## src/rtl/wm_pkg.sv

```systemverilog
// Shared types and duration tables for the wash-cycle sequencer.
package wm_pkg;

  typedef enum logic [2:0] {
    PH_IDLE  = 3'd0,
    PH_FILL  = 3'd1,
    PH_WASH  = 3'd2,
    PH_DRAIN = 3'd3,
    PH_RINSE = 3'd4,
    PH_SPIN  = 3'd5,
    PH_DONE  = 3'd6
  } phase_e;

  typedef enum logic [1:0] {
    PROG_QUICK  = 2'd0,
    PROG_NORMAL = 2'd1,
    PROG_HEAVY  = 2'd2,
    PROG_RSVD   = 2'd3
  } prog_e;

  localparam int DUR_W = 8;

  // Phase length in ticks; the reserved program code runs as normal.
  function automatic logic [DUR_W-1:0] phase_dur(input prog_e p, input phase_e ph);
    logic [DUR_W-1:0] d_q, d_n, d_h;
    d_q = '0;
    d_n = '0;
    d_h = '0;
    case (ph)
      PH_FILL:  begin d_q = 8'd3; d_n = 8'd4;  d_h = 8'd5;  end
      PH_WASH:  begin d_q = 8'd5; d_n = 8'd10; d_h = 8'd15; end
      PH_DRAIN: begin d_q = 8'd2; d_n = 8'd3;  d_h = 8'd4;  end
      PH_RINSE: begin d_q = 8'd3; d_n = 8'd5;  d_h = 8'd6;  end
      PH_SPIN:  begin d_q = 8'd4; d_n = 8'd6;  d_h = 8'd8;  end
      default:  ;
    endcase
    case (p)
      PROG_QUICK: phase_dur = d_q;
      PROG_HEAVY: phase_dur = d_h;
      default:    phase_dur = d_n;
    endcase
  endfunction

  // Number of rinse passes per program.
  function automatic logic [1:0] rinse_reps(input prog_e p);
    case (p)
      PROG_QUICK: rinse_reps = 2'd1;
      PROG_HEAVY: rinse_reps = 2'd3;
      default:    rinse_reps = 2'd2;
    endcase
  endfunction

endpackage

```

## src/rtl/wm_tick_prescaler.sv

```systemverilog
// Divides clk down to a one-cycle phase tick every TICK_DIV enabled cycles.
module wm_tick_prescaler #(
  parameter int TICK_DIV = 4
) (
  input  logic clk,
  input  logic reset,
  input  logic enable,
  input  logic clear,
  output logic tick
);

  localparam int CW = (TICK_DIV > 1) ? $clog2(TICK_DIV) : 1;

  logic [CW-1:0] cnt_q, cnt_d;
  logic          at_max;

  assign at_max = (cnt_q == CW'(TICK_DIV - 1));
  // Clear dominates so a freshly loaded phase always starts a full tick period.
  assign tick   = enable && !clear && at_max;

  // Next count: clear, wrap at terminal count, or advance when enabled.
  always_comb begin
    cnt_d = cnt_q;
    if (clear)       cnt_d = '0;
    else if (enable) cnt_d = at_max ? '0 : cnt_q + CW'(1);
  end

  // Count register.
  always_ff @(posedge clk or negedge reset) begin
    if (!reset) cnt_q <= '0;
    else        cnt_q <= cnt_d;
  end

endmodule

```

## src/rtl/wm_cycle_sequencer.sv

```systemverilog
// Wash-cycle sequencer: FILL, WASH, DRAIN, RINSE loop, SPIN, DONE.
// Optional abort feature: define WM_ABORT_EN to add abort_button.
//
// state    | meaning
// IDLE     | waiting for a start edge
// FILL     | valve open
// WASH     | motor slow
// DRAIN    | pump running
// RINSE    | motor slow, loops back to DRAIN
// SPIN     | motor fast with pump
// DONE     | one-cycle completion pulse
module wm_cycle_sequencer
  import wm_pkg::*;
#(
  parameter int TICK_DIV = 4,
  parameter int CNT_W    = 8
) (
  input  logic             clk,
  input  logic             reset,
  input  logic             start_button,
  input  logic             pause_button,
  input  logic [1:0]       prog,
`ifdef WM_ABORT_EN
  input  logic             abort_button,
`endif
  output logic             valve_on,
  output logic             motor_on,
  output logic             motor_fast,
  output logic             pump_on,
  output logic             door_lock,
  output logic [2:0]       phase,
  output logic [CNT_W-1:0] remaining,
  output logic             busy,
  output logic             done
);

  phase_e           phase_q, phase_d, next_ph;
  prog_e            prog_q, prog_d;
  logic [CNT_W-1:0] remaining_q, remaining_d;
  logic [1:0]       rinse_cnt_q, rinse_cnt_d;
  logic             aborting_q, aborting_d;
  logic             start_q, pause_q;
  logic             active, run, start_edge, tick, pre_clear;
  logic             abort_jump, abort_drain;

  assign active     = phase_q inside {PH_FILL, PH_WASH, PH_DRAIN, PH_RINSE, PH_SPIN};
  assign run        = active && !pause_q;
  assign start_edge = start_button && !start_q;

`ifdef WM_ABORT_EN
  assign abort_jump  = abort_button && (phase_q inside {PH_FILL, PH_WASH, PH_RINSE, PH_SPIN});
  assign abort_drain = abort_button && (phase_q == PH_DRAIN);
`else
  assign abort_jump  = 1'b0;
  assign abort_drain = 1'b0;
`endif

  wm_tick_prescaler #(.TICK_DIV(TICK_DIV)) u_prescaler (
    .clk    (clk),
    .reset  (reset),
    .enable (run),
    .clear  (pre_clear),
    .tick   (tick)
  );

  // Next-state, countdown and rinse bookkeeping.
  always_comb begin
    phase_d     = phase_q;
    prog_d      = prog_q;
    remaining_d = remaining_q;
    rinse_cnt_d = rinse_cnt_q;
    aborting_d  = aborting_q || abort_drain;
    pre_clear   = 1'b0;

    case (phase_q)
      PH_FILL:  next_ph = PH_WASH;
      PH_WASH:  next_ph = PH_DRAIN;
      PH_DRAIN: begin
        if (aborting_q || abort_drain)             next_ph = PH_IDLE;
        else if (rinse_cnt_q < rinse_reps(prog_q)) next_ph = PH_RINSE;
        else                                       next_ph = PH_SPIN;
      end
      PH_RINSE: next_ph = PH_DRAIN;
      PH_SPIN:  next_ph = PH_DONE;
      default:  next_ph = PH_IDLE;
    endcase

    if (phase_q == PH_IDLE) begin
      pre_clear = 1'b1;
      if (start_edge) begin
        prog_d      = prog_e'(prog);
        rinse_cnt_d = '0;
        aborting_d  = 1'b0;
        remaining_d = CNT_W'(phase_dur(prog_e'(prog), PH_FILL));
        phase_d     = PH_FILL;
      end
    end else if (!active) begin
      // DONE and the unused code both fall back to IDLE.
      pre_clear = 1'b1;
      phase_d   = PH_IDLE;
    end else if (abort_jump) begin
      // Abort is not gated by pause so the drain starts at once.
      pre_clear   = 1'b1;
      aborting_d  = 1'b1;
      phase_d     = PH_DRAIN;
      remaining_d = CNT_W'(phase_dur(prog_q, PH_DRAIN));
    end else if (tick) begin
      if (remaining_q == CNT_W'(1)) begin
        phase_d     = next_ph;
        remaining_d = CNT_W'(phase_dur(prog_q, next_ph));
        if (phase_q == PH_RINSE) rinse_cnt_d = rinse_cnt_q + 2'd1;
      end else begin
        remaining_d = remaining_q - CNT_W'(1);
      end
    end
  end

  // State registers and button synchronising flops.
  always_ff @(posedge clk or negedge reset) begin
    if (!reset) begin
      phase_q     <= PH_IDLE;
      prog_q      <= PROG_NORMAL;
      remaining_q <= '0;
      rinse_cnt_q <= '0;
      aborting_q  <= 1'b0;
      start_q     <= 1'b0;
      pause_q     <= 1'b0;
    end else begin
      phase_q     <= phase_d;
      prog_q      <= prog_d;
      remaining_q <= remaining_d;
      rinse_cnt_q <= rinse_cnt_d;
      aborting_q  <= aborting_d;
      start_q     <= start_button;
      pause_q     <= pause_button;
    end
  end

  // Moore output decode; pause drops every actuator except the door lock.
  always_comb begin
    valve_on   = run && (phase_q == PH_FILL);
    motor_on   = run && (phase_q inside {PH_WASH, PH_RINSE, PH_SPIN});
    motor_fast = run && (phase_q == PH_SPIN);
    pump_on    = run && (phase_q inside {PH_DRAIN, PH_SPIN});
    door_lock  = active;
    busy       = active;
    done       = (phase_q == PH_DONE);
    phase      = phase_q;
    remaining  = active ? remaining_q : '0;
  end

endmodule
```

## config.mk

```make
export PLATFORM = sky130hd
export DESIGN_NAME = wm_cycle_sequencer
export DESIGN_NICKNAME = d
export VERILOG_FILES = /design/src/rtl/wm_pkg.sv /design/src/rtl/wm_tick_prescaler.sv /design/src/rtl/wm_cycle_sequencer.sv
export SDC_FILE = /design/constraint.sdc
export NUM_CORES = 1
export LEC_CHECK = 0
export ABC_AREA = 1
export CAP_MARGIN = 20
export CORE_AREA = 2 2 53 55
export DETAILED_ROUTE_END_ITERATION = 8
export DIE_AREA = 0 0 55 57
export PLACE_DENSITY = 0.9
export SLEW_MARGIN = 30
export SYNTH_ARGS = -nofsm -noshare
export SYNTH_HDL_FRONTEND = slang
export SYNTH_SLANG_ARGS = --single-unit
export TNS_END_PERCENT = 100
```

## constraint.sdc

```tcl
create_clock -name clk -period 4.4 [get_ports clk]
set_clock_uncertainty 0.15 [all_clocks]
set_input_delay 0.88 -clock clk [delete_from_list [all_inputs] [get_ports clk]]
set_output_delay 0.88 -clock clk [all_outputs]
set_load 0.05 [all_outputs]
```

* After elaboration in Yosys (flattened, before gate mapping)
Cells that the tools add are included.
** Cells by class
- Add/subtract/negate cells :: 3
- $lt $le $gt $ge :: 1
- Eq/ne operators :: 18
- Muxes and demuxes :: 31
- Reduce and logical (&&, ||, !) cells :: 28
** Operators with widths (count)
- $mux 8 :: 6
- $pmux 4 s5 :: 2
- $pmux 3 s4 :: 2
- $mux 2 :: 10
- $pmux 8 s2 :: 1
- $eq 3x3->1 const B :: 5
- $mux 3 :: 5
- $eq 3x2->1 const B :: 4
- $reduce_bool 2->1 :: 6
- $eq 8x1->1 const B :: 1
- $logic_and 1x1->1 :: 8
- $sub 8x1->8 const B :: 1
- $eq 2x2->1 const B :: 3
- $eq 3x1->1 const B :: 2
- $ne 3x1->1 const B :: 2
- $pmux 3 s2 :: 1
- $reduce_and 3->1 :: 2
- $reduce_and 5->1 :: 1
- $reduce_bool 5->1 :: 1
- $add 2x1->2 const B :: 2
- $logic_not 2->1 :: 2
- $pmux 2 s2 :: 1
- $reduce_or 2->1 :: 2
- $logic_not 1->1 :: 3
- 6 further kinds :: 8
** Word-level totals
- Bits in registers :: 19
- Bits of input ports :: 6
- Output and inout bits :: 18
- Word-level logic and storage cells :: 88

* Logic depth before layout (Yosys ltp)
- Depth after elaboration :: 14
- Gate-level depth with buffers :: 11
- Depth with buffers taken out :: 11

* Cells and area by module
A second synthesis with hierarchy kept.
** Second synthesis, totals
- Cell total of the unflattened synthesis :: 188
- Area, all modules :: 1310.0 µm²
** By module, submodules not included
- wm_cycle_sequencer :: times used 1, cells an instance 174, area each 1199.9 µm², seq. area each 426.7 µm²
- wm_tick_prescaler :: times used 1, cells an instance 14, area each 110.1 µm², seq. area each 50.0 µm²

* Least setup slack after synthesis
Ideal clock, no wire load.
- Path type :: register to output
- Start :: register phase_q[2], in the netlist phase[2]
- End :: output motor_fast
- Arrival :: 2.341 ns
- Data required time :: 3.370 ns
- Setup slack :: 1.029 ns
- Stages on the path, launching flop included :: 3
- Path buffers :: 0
- Cell sequence :: dfrtp_1 inv_2 nor4_1
** Between the ends
- Word-level cells in the longest chain between the ends :: 4
- Elaborated cells between the ends (all ways) :: 8
- Classes of those cells :: 5 x eq/ne; 3 x reduce/logical
** Ends and longest elaborated chain
- from (decl) :: line wm_cycle_sequencer.sv:37 : phase_e phase_q, phase_d, next_ph;
- from (signal assigned) :: line wm_cycle_sequencer.sv:129 : phase_q <= phase_d;
- $eq 3x1->1, or another cell as far along :: line wm_cycle_sequencer.sv:46 : assign active = phase_q inside {PH_FILL, PH_WASH, PH_DRAIN, PH_RINSE, PH_SPIN};
- $reduce_bool 5->1 :: line wm_cycle_sequencer.sv:46
- $logic_and 1x1->1 :: line wm_cycle_sequencer.sv:47 : assign run = active && !pause_q;
- $logic_and 1x1->1 (*) :: line wm_cycle_sequencer.sv:143 : motor_fast = run && (phase_q == PH_SPIN);
- to (decl) :: line wm_cycle_sequencer.sv:28 : output logic motor_fast,
Mark *: on every way between the ends. The rest lies on a longest branch, timed or not.

* Worst setup path in the final report
- Start :: register phase_q[0], in the netlist phase[0]
- End :: output motor_on
** Between the ends
- Word-level cells in the longest chain between the ends :: 4
- Elaborated cells between the ends (all ways) :: 9
- Classes of those cells :: 5 x eq/ne; 4 x reduce/logical
** Ends and longest elaborated chain
- $eq 3x1->1, or another cell as far along :: line wm_cycle_sequencer.sv:46
- $reduce_bool 5->1 :: line wm_cycle_sequencer.sv:46
- $logic_and 1x1->1 :: line wm_cycle_sequencer.sv:47
- $logic_and 1x1->1 (*) :: line wm_cycle_sequencer.sv:142 : motor_on = run && (phase_q inside {PH_WASH, PH_RINSE, PH_SPIN});
- to (decl) :: line wm_cycle_sequencer.sv:27 : output logic motor_on,
Marked as above.

==> results_dict.tcl <==
set metrics [dict create \
    path_common_cell "nand2_4" \
    min_period_ns 3.21 \
    dpl.hpwl_um 2320 \
    hp-class "flop to flop" \
    crit_slowest_cell "clkdlybuf4s50_1" \
    ant_nets 0 \
    arrival_ns 2.18 \
    synth_cell_types 31 \
    post_cts_buffers 0 \
    path_class "flop to output port" \
    critPathTopFamily "buffers and inverters" \
    gr-total-overflow 0 \
    r2r_cells 9 \
    seq_area_um2 477 \
    multi_input_area_um2 766 \
    synth_warnings 0 \
    gp_congestion 0.879 \
    grt_usage_pct 22.3 \
    holdBufCountCts 0 \
    clock_path_buffers 2 \
    post-route-period-util_pct 72.9 \
    rrSetupSlack_ns 2.40 \
    max_cap_viol_count 0 \
    grt_pass1_wl_um 5230 \
    slew_headroom_pct 44.9 \
    cp_cell_sequence "nor2_2 > nand2_4 > nand2_4 > nor2_8 > nand2_1 > inv_1 > clkdlybuf4s50_1" \
    core_um2 2620 \
    num_vias 1312 \
    max_freq_ghz 0.312 \
    dieArea_um2 3140 \
    synth_nets 201 \
    rows 19 \
    fin_tns_setup_ns 0 \
    routed_wirelength_um 3030 \
    wire_per_inst_um 12.2 \
    end_kind "output port" \
    insertion_delay_ns 0.31 \
    tightestPinTransition_ns 0.824 \
    cts_tree "yes" \
    cts.sinks 19 \
    cp_data_required_time_ns 3.37 \
    layout_common_cells "54 x nand2_1, 25 x nor2_1, 23 x inv_1, 23 x clkdlybuf4s50_1, 18 x dfrtp_1" \
    grt_pass1_vias 1231 \
    slew_viol_final 0 \
    cp-startpoint "phase[0]" \
    diodes 0 \
    critPathMaxFanout 10 \
    netlist_instances 191 \
    outcome "finished, final reports clean" \
    r2r_end "remaining_q[0]" \
    antenna_found_initial 0 \
    startpoint_type "flop" \
    drive_gt1_share_pct 10.6 \
    die_x_um 55 \
    syn_avg_cell_area_um2 7.07 \
    rsz0062_at_grt "false" \
    pin_count 24 \
    numCtsBuffers 3 \
    path_buf_inv 2 \
    drt-initial-drc-count 44 \
    setup_violations 0 \
    port_buffers 23 \
    initial_core_util_pct 51.6 \
    path_depth 7 \
    fill_cells 233 \
    regToRegStartpoint "prog_q[0]" \
    synth_seq_cells 19 \
    fp.dieH_um 57 \
    viasPerCell 5.29 \
    syn_area_um2 1350 \
    synth-seq-area-share_pct 35.3 \
    crit_end "motor_on" \
    htreeDepth 1 \
    drt_pass1_iterations 4 \
    drc 0 \
    path_clk_slew_ns 0.12 \
    layout_commonest_cell "nand2_1" \
    crit_path_max_incr_delay_ns 0.79 \
    post_cts_resized 0 \
    final_nets 228 \
    syn_to_final_growth_pct 21.4 \
    cts_root_buf "clkbuf_4" \
    grt_max_degree 20 \
    hold_viol_final 0 \
]
## per-layer routing
| layer | wire length [um] | vias to the layer above | track usage (%) |
|---|---|---|---|
| li1 | - | 662 | - |
| met4 | 58 | 0 | 8.36 |
| met2 | 1420 | 36 | 34.5 |
| met3 | 142 | 7 | 2.62 |
| met1 | 1410 | 607 | 31.8 |
| met5 | 0 | - | 0 |
## sequential cells by signal (all words and copies together), names as in the netlist
register	count
prog_q	2
phase	3
remaining_q	8
u_prescaler.cnt_q	2
pause_q	1
start_q	1
rinse_cnt_q	2
## metrics by stage
step	hold slack, ns	util, %	std cells	instance area (um^2)	worst slack, ns
CTS	0.357	62.7	248	1640	1.18
detailed placement	0.340	61.6	244	1610	1.54
finish	0.349	62.7	248	1640	1.19
global route	0.376	62.7	248	1640	1.04
global placement	0.341	61.6	244	1610	1.58
floorplan	0.308	-	191	1350	1.03
## cell families after synthesis
family                     synth area share [%]
muxes                                     0.834
DFF                                        35.3
and+or+nand+nor                            40.0
buffers and inverters                      7.97
xor gates and xnor gates                   3.24
AOI/OAI and AO/OA                          8.90
adders and majority gates                  3.71
## final cells by class
cell class / count / share of cell area (%)
Tap cell: 31 / 2.37
Clock inverter: 1 / 0.305
Multi-Input combinational cell: 145 / 46.7
Sequential cell: 19 / 29.1
Timing Repair Buffer: 23 / 14.0
Inverter: 26 / 6.11
Clock buffer: 3 / 1.37
## worst register-to-register path: stages (launching register included)
cell and delay (ns):
dfstp_2 0.63, nor2_1 0.11, ha_1 0.28, o21ai_0 0.12, nand3_1 0.17, nand2_1 0.11
nand2_1 0.05, nand3_1 0.10, nand3_1 0.08, a21oi_1 0.13
## how the worst min path moves through the flow
| stage | end | cells past startpoint | slack [ns] | from |
|---|---|---|---|---|
| 6_report | u_prescaler.cnt_q[0] | 1 | 0.35 | u_prescaler.cnt_q[0] |
| 3_5_place_dp | u_prescaler.cnt_q[0] | 1 | 0.34 | u_prescaler.cnt_q[0] |
| 4_1_cts | u_prescaler.cnt_q[0] | 1 | 0.36 | u_prescaler.cnt_q[0] |
| 2_1_floorplan | u_prescaler.cnt_q[0] | 1 | 0.31 | u_prescaler.cnt_q[0] |
| 5_1_grt | u_prescaler.cnt_q[0] | 1 | 0.38 | u_prescaler.cnt_q[0] |
| 3_3_place_gp | u_prescaler.cnt_q[0] | 1 | 0.34 | u_prescaler.cnt_q[0] |
## Yosys cell counts
library cell | number | share of area (%)
nor3_4 | 1 | 1.2
nor4_1 | 1 | 0.46
nor2_4 | 1 | 0.83
nand2_2 | 3 | 1.4
o211ai_1 | 1 | 0.56
o21bai_1 | 1 | 0.56
nand3_1 | 16 | 5.9
xor2_1 | 4 | 2.6
nand2_1 | 54 | 15
nor2_1 | 25 | 7.0
o31ai_1 | 1 | 0.56
o21ai_1 | 4 | 1.5
or2_2 | 1 | 0.46
nand2_4 | 4 | 3.3
dfstp_2 | 1 | 1.9
inv_1 | 23 | 6.4
inv_4 | 1 | 0.46
nor2_8 | 1 | 1.5
nand4_1 | 3 | 1.4
a21oi_2 | 1 | 0.65
dfrtp_1 | 18 | 33
o21ai_0 | 9 | 3.3
o21ai_2 | 1 | 0.65
nor2_2 | 1 | 0.46
buf_4 | 1 | 0.56
inv_2 | 2 | 0.56
a21oi_1 | 3 | 1.1
xnor2_1 | 1 | 0.65
mux2_2 | 1 | 0.83
nor3_1 | 3 | 1.1
ha_1 | 4 | 3.7
Power is not shown: default switching activity piles up to over one toggle a cycle in this logic, so the estimate is an artifact.
